[config.mk]
export PLATFORM = sky130hd
export DESIGN_NAME = mem2k_arbiter_ctrl
export DESIGN_NICKNAME = d
export VERILOG_FILES = /design/src/rtl/mem_ctrl_pkg.sv /design/src/rtl/rr_arbiter2.sv /design/src/rtl/mem2k_arbiter_ctrl.sv
export SDC_FILE = /design/constraint.sdc
export NUM_CORES = 1
export LEC_CHECK = 0
export CAP_MARGIN = 20
export CORE_ASPECT_RATIO = 0.75
export CORE_MARGIN = 5
export CORE_UTILIZATION = 42
export DETAILED_ROUTE_END_ITERATION = 8
export GPL_TIMING_DRIVEN = 1
export PLACE_DENSITY = 0.77
export SYNTH_ARGS = -nofsm -noshare
export SYNTH_HDL_FRONTEND = slang
export SYNTH_SLANG_ARGS = --single-unit
export TNS_END_PERCENT = 1
[constraint.sdc]
create_clock -name clk -period 2.1 [get_ports clk]
set_input_delay 0.315 -clock clk [delete_from_list [all_inputs] [get_ports clk]]
set_output_delay 0.315 -clock clk [all_outputs]
set_load 0.05 [all_outputs]
[src/rtl/mem_ctrl_pkg.sv]
// Shared types and constants for the 2K x 8 dual-bank memory controller.
package mem_ctrl_pkg;

  typedef enum logic [1:0] {IDLE, SETUP, ACCESS, HOLD} state_t;

  localparam int   BANK_AW  = 10;
  localparam int   DATA_W   = 8;
  localparam logic RW_READ  = 1'b1;
  localparam logic RW_WRITE = 1'b0;

  function automatic logic [1:0] onehot_bank(input logic addr_msb);
    return addr_msb ? 2'b10 : 2'b01;
  endfunction

endpackage

[src/rtl/rr_arbiter2.sv]
// Two-requester combinational arbiter; prio picks the winner only on contention.
module rr_arbiter2 (
  input  logic [1:0] req,
  input  logic       prio,
  input  logic       en,
  output logic [1:0] gnt,
  output logic       gnt_valid
);

  always_comb begin
    gnt = 2'b00;
    if (en) begin
      unique case (req)
        2'b01:   gnt = 2'b01;
        2'b10:   gnt = 2'b10;
        2'b11:   gnt = prio ? 2'b10 : 2'b01;
        default: gnt = 2'b00;
      endcase
    end
  end

  assign gnt_valid = |gnt;

endmodule

[src/rtl/mem2k_arbiter_ctrl.sv]
// Setup/access/hold sequencer and round-robin front end for two 1K x 8 async RAM banks.
//   state  | meaning
//   IDLE   | arbitrate, latch grantee address/data/direction
//   SETUP  | bank pins stable, CS low, load access counter
//   ACCESS | CS high for ACC_CYCLES cycles, read captured on last edge
//   HOLD   | CS low with pins held, ack to grantee, rotate priority
module mem2k_arbiter_ctrl
  import mem_ctrl_pkg::*;
#(
  parameter int ACC_CYCLES = 2,
  parameter int DATA_W     = 8,
  parameter int ADDR_W     = 11
) (
  input  logic               clk,
  input  logic               rst,
  input  logic               req0,
  input  logic               we0,
  input  logic [ADDR_W-1:0]  addr0,
  input  logic [DATA_W-1:0]  wdata0,
  output logic               ack0,
  input  logic               req1,
  input  logic               we1,
  input  logic [ADDR_W-1:0]  addr1,
  input  logic [DATA_W-1:0]  wdata1,
  output logic               ack1,
  output logic [DATA_W-1:0]  rdata,
  output logic [BANK_AW-1:0] ram_addr,
  output logic [1:0]         ram_cs,
  output logic               ram_rw,
  output logic [DATA_W-1:0]  ram_wdata,
  input  logic [DATA_W-1:0]  ram_rdata
);

  localparam logic [3:0] LP_CNT_LOAD = 4'(ACC_CYCLES - 1);

  state_t r_state, w_state_nxt;
  logic [3:0] r_cnt;
  logic       r_prio;
  logic       r_gnt_id;
  logic       r_bank;

  logic [1:0]        w_gnt;
  logic              w_gnt_valid;
  logic              w_sel1;
  logic              w_sel_we;
  logic [ADDR_W-1:0] w_sel_addr;
  logic [DATA_W-1:0] w_sel_wdata;
  logic              w_acc_last;

  rr_arbiter2 u_arb (
    .req       ({req1, req0}),
    .prio      (r_prio),
    .en        (r_state == IDLE),
    .gnt       (w_gnt),
    .gnt_valid (w_gnt_valid)
  );

  assign w_sel1      = w_gnt[1] & ~w_gnt[0];
  assign w_sel_we    = w_sel1 ? we1    : we0;
  assign w_sel_addr  = w_sel1 ? addr1  : addr0;
  assign w_sel_wdata = w_sel1 ? wdata1 : wdata0;
  assign w_acc_last  = (r_state == ACCESS) && (r_cnt == 4'd0);

  always_ff @(posedge clk) begin
    if (rst) r_state <= IDLE;
    else     r_state <= w_state_nxt;
  end

  always_comb begin
    w_state_nxt = r_state;
    unique case (r_state)
      IDLE:    if (w_gnt_valid) w_state_nxt = SETUP;
      SETUP:   w_state_nxt = ACCESS;
      ACCESS:  if (r_cnt == 4'd0) w_state_nxt = HOLD;
      HOLD:    w_state_nxt = IDLE;
      default: w_state_nxt = IDLE;
    endcase
  end

  always_ff @(posedge clk) begin
    if (rst) begin
      r_cnt     <= 4'd0;
      r_prio    <= 1'b0;
      r_gnt_id  <= 1'b0;
      r_bank    <= 1'b0;
      ram_cs    <= 2'b00;
      ram_rw    <= RW_READ;
      ram_addr  <= '0;
      ram_wdata <= '0;
      rdata     <= '0;
      ack0      <= 1'b0;
      ack1      <= 1'b0;
    end else begin
      ack0 <= 1'b0;
      ack1 <= 1'b0;
      unique case (r_state)
        IDLE: begin
          if (w_gnt_valid) begin
            r_gnt_id  <= w_sel1;
            ram_addr  <= w_sel_addr[BANK_AW-1:0];
            r_bank    <= w_sel_addr[ADDR_W-1];
            ram_rw    <= w_sel_we ? RW_WRITE : RW_READ;
            ram_wdata <= w_sel_wdata;
          end
        end
        SETUP: begin
          r_cnt  <= LP_CNT_LOAD;
          ram_cs <= onehot_bank(r_bank);
        end
        ACCESS: begin
          if (w_acc_last) begin
            // CS drops on this edge so HOLD sees pins stable with the bank deselected
            ram_cs <= 2'b00;
            ack0   <= ~r_gnt_id;
            ack1   <= r_gnt_id;
            if (ram_rw == RW_READ) rdata <= ram_rdata;
          end else begin
            r_cnt <= r_cnt - 4'd1;
          end
        end
        HOLD: begin
          ram_rw <= RW_READ;
          r_prio <= ~r_gnt_id;
        end
        default: ;
      endcase
    end
  end

endmodule

==> results.py <==
metrics = {
    "finish": {
        "n_antenna_cell": 0,
        "multi_input_area_um2": 1020,
        "fin_util_pct": 65.1,
        "final_nets": 336,
        "fillers": 382,
        "area_growth_syn_to_layout_pct": 48.3,
        "regArea_um2": 801,
        "drive_above_1_share_pct": 13.4,
    },
    "critical_path": {
        "path_buf_inv": 1,
        "worstPathArrival_ns": 1.43,
        "crit_fanout": 2,
        "ff2ff_path_depth": 5,
        "cp_top_family": "buffers and inverters",
        "crit_slowest_cell": "clkdlybuf4s50_1",
        "crit_type": "flip-flop to output pin",
        "timing.rr.start": "r_state[0]",
        "worstSetupStartpointType": "flip-flop",
        "path_cells": "clkdlybuf4s50_1",
        "end_kind": "output pin",
        "rrSetupSlack_ns": 0.40,
        "cpPeakStageDelay_ns": 0.81,
        "reg2reg_to": "ram_addr[6]",
        "cp_data_required_time_ns": 1.78,
    },
    "floorplan": {
        "dieArea_um2": 6180,
        "die_w_um": 89.1,
        "initial_utilization_pct": 43.9,
        "die_height_um": 69.4,
        "io_pins": 83,
        "coreArea_um2": 4490,
        "num_rows": 21,
    },
    "synthesis": {
        "ys_types": 37,
        "postSynth.asyncResetShare_pct": 0,
        "syn_area_per_cell_um2": 9.72,
        "synth-edff-count": 0,
        "syn_nets": 260,
        "yosysSeqAreaShare_pct": 40.6,
        "synth_warnings": 0,
        "ys_seq_elements": 40,
        "synth_top_area_share_pct": 40.6,
        "synth_flop_cell": "dfxtp_1",
        "mappedNetlistArea_um2": 1970,
        "synthTopCellsByArea": "dfxtp_1, a32o_1, a31o_2, nand3b_1, a311oi_1",
        "yosysTopAreaCell": "dfxtp_1",
        "synthCells": 203,
    },
    "clock_network": {
        "cts_resized": 0,
        "clk_path_buf_depth": 2,
        "root_buffer": "clkbuf_8",
        "cts_buffers": 5,
        "clk_pin_slew_ns": 0.07,
        "tritoncts": "built",
        "clock-sinks": 40,
        "postCtsSetupBuffers": 0,
        "holdBufCountCts": 0,
        "clock_latency_ns": 0.27,
        "htreeDepth": 2,
    },
    "sta": {
        "slew_headroom_pct": 47.7,
        "hold_violations": 0,
        "rsz0062_at_grt": "false",
        "timing.hold.ws_ns": 0.470,
        "fin_crit_ns": 1.75,
        "slew_violations": 0,
        "worstMarginPinSlew_ns": 0.784,
        "setup_violations": 0,
        "setup_ws_ns": 0.354,
        "timing.fmax_mhz": 573,
        "fin_setup_tns_ns": 0,
        "timing.final.crit_share_pct": 83.1,
        "finClkSkew_ns": 0.00491,
    },
    "drt": {
        "ant_nets": 0,
        "first_pass_iters": 4,
        "viasPerCell": 5.59,
        "vias": 1867,
        "route.final.wire_length_um": 5350,
        "drt_iter0_drc": 75,
        "wl_per_cell_um": 16.0,
        "drc": 0,
    },
    "min_path": {
        "hp-class": "flip-flop to flip-flop",
        "hold_depth": 1,
        "worstHoldStart": "ram_wdata[5]",
        "worstHoldEndpoint": "ram_wdata[5]",
    },
    "power": {
        "power_uw": 3370,
        "power_leakage_uw": 0.00104,
        "ir_worst_vdd_mv": 0.708,
        "cellPowerDensity_nw_per_um2": 1150,
    },
    "global_route": {
        "grt_max_degree": 41,
        "first_global_vias": 1882,
        "grt.total_usage_pct": 17.2,
        "antenna_found_initial": 0,
        "grt_pass1_wl_um": 8680,
        "overflow": 0,
    },
    "run_status": {
        "status": "complete, no violations",
    },
    "placed_design": {
        "post-place-ws_ns": 0.0885,
        "port-buffer-count": 82,
        "gp_congestion": 0.746,
        "dp.final_hpwl_um": 3760,
    },
    "job": {
        "cap_violations": 0,
    },
}
[logic make-up (layout without fill, tap and decap cells)]
| logic type | count (synthesis) | count (layout) | share of synthesized area [%] |
|---|---|---|---|
| AO/OA/AOI/OAI | 68 | 68 | 30.9 |
| flip-flops | 40 | 40 | 40.6 |
| XOR/XNOR | 1 | 1 | 0.444 |
| multiplexers | 3 | 3 | 1.52 |
| AND/OR/NAND/NOR | 49 | 49 | 15.9 |
| buffers and inverters | 37 | 111 | 7.55 |
| adder cells (fa/ha/maj) | 5 | 5 | 3.17 |
[sequential cells by signal (all words and copies together), names as in the netlist]
signal / flops
ack0: 1
r_bank: 1
ack1: 1
r_cnt: 4
r_prio: 1
r_state: 2
ram_wdata: 8
ram_addr: 10
ram_rw: 1
rdata: 8
ram_cs: 2
r_gnt_id: 1
[cell usage in the layout, fill, tap and decap left out, drive strengths merged, types with 5 or more instances in the layout]
cell type and instances:
a311oi 9, a31o 27, a32o 19, buf 10, clkbuf 5, clkdlybuf4s50 82
dfxtp 40, ha 5, inv 14, nand2 5, nand3b 21, nor2 6
[stage by stage]
| step | cells | instance area, µm² |
|---|---|---|
| after global routing | 334 | 2930 |
| final | 334 | 2930 |
| after detailed placement | 329 | 2860 |
| after global placement | 329 | 2860 |
| after floorplan | 203 | 1970 |
| after CTS | 334 | 2930 |
[metal layers]
| metal | vias up | track usage, % | share of wire, % |
|---|---|---|---|
| met2 | 62 | 26.7 | 45 |
| met3 | 2 | 4.63 | 7.4 |
| li1 | 933 | - | - |
| met5 | - | 0 | 0 |
| met4 | 0 | 4.96 | 0.67 |
| met1 | 870 | 23.2 | 47 |
[synth_stat cells, types with 2 or more instances]
| cell type | n |
|---|---|
| nor2_1 | 5 |
| and2_1 | 2 |
| nand3b_1 | 21 |
| a32o_1 | 19 |
| buf_2 | 8 |
| a31o_1 | 9 |
| clkbuf_1 | 12 |
| nand2b_1 | 2 |
| buf_1 | 3 |
| a32oi_1 | 2 |
| a31o_2 | 18 |
| inv_1 | 13 |
| a311oi_1 | 9 |
| dfxtp_1 | 40 |
| nand3_1 | 3 |
| nor3_1 | 4 |
| a21oi_1 | 3 |
| nand2_1 | 5 |
| ha_1 | 5 |
| mux2i_1 | 3 |
[area by class of cell]
type,instances,area share [%]
clock buffer,5,2.35
inverter,14,1.80
multi-input combinational,126,35.0
sequential,40,27.4
tap,57,2.44
timing repair buffer,92,31.1
[where the power goes]
part	leakage (µW)	switching, µW	internal, µW
logic	0.000672	1150	707
clock network	0.0000359	225	214
registers	0.000328	116	962
[how the worst max path moves through the flow]
stage                   endpoint  slack, ns  cells past startpoint        start
floorplan            ram_addr[8]       0.53                      8   r_state[0]
global placement    ram_wdata[5]       0.16                      4         req0
detailed placement   ram_addr[1]       0.09                      4         req0
CTS                  ram_addr[5]       0.35                      1  ram_addr[5]
global route         ram_addr[6]       0.22                      5   r_state[0]
finish               ram_addr[6]       0.35                      1  ram_addr[6]
Note: power is estimated with default switching activity, not from simulation.
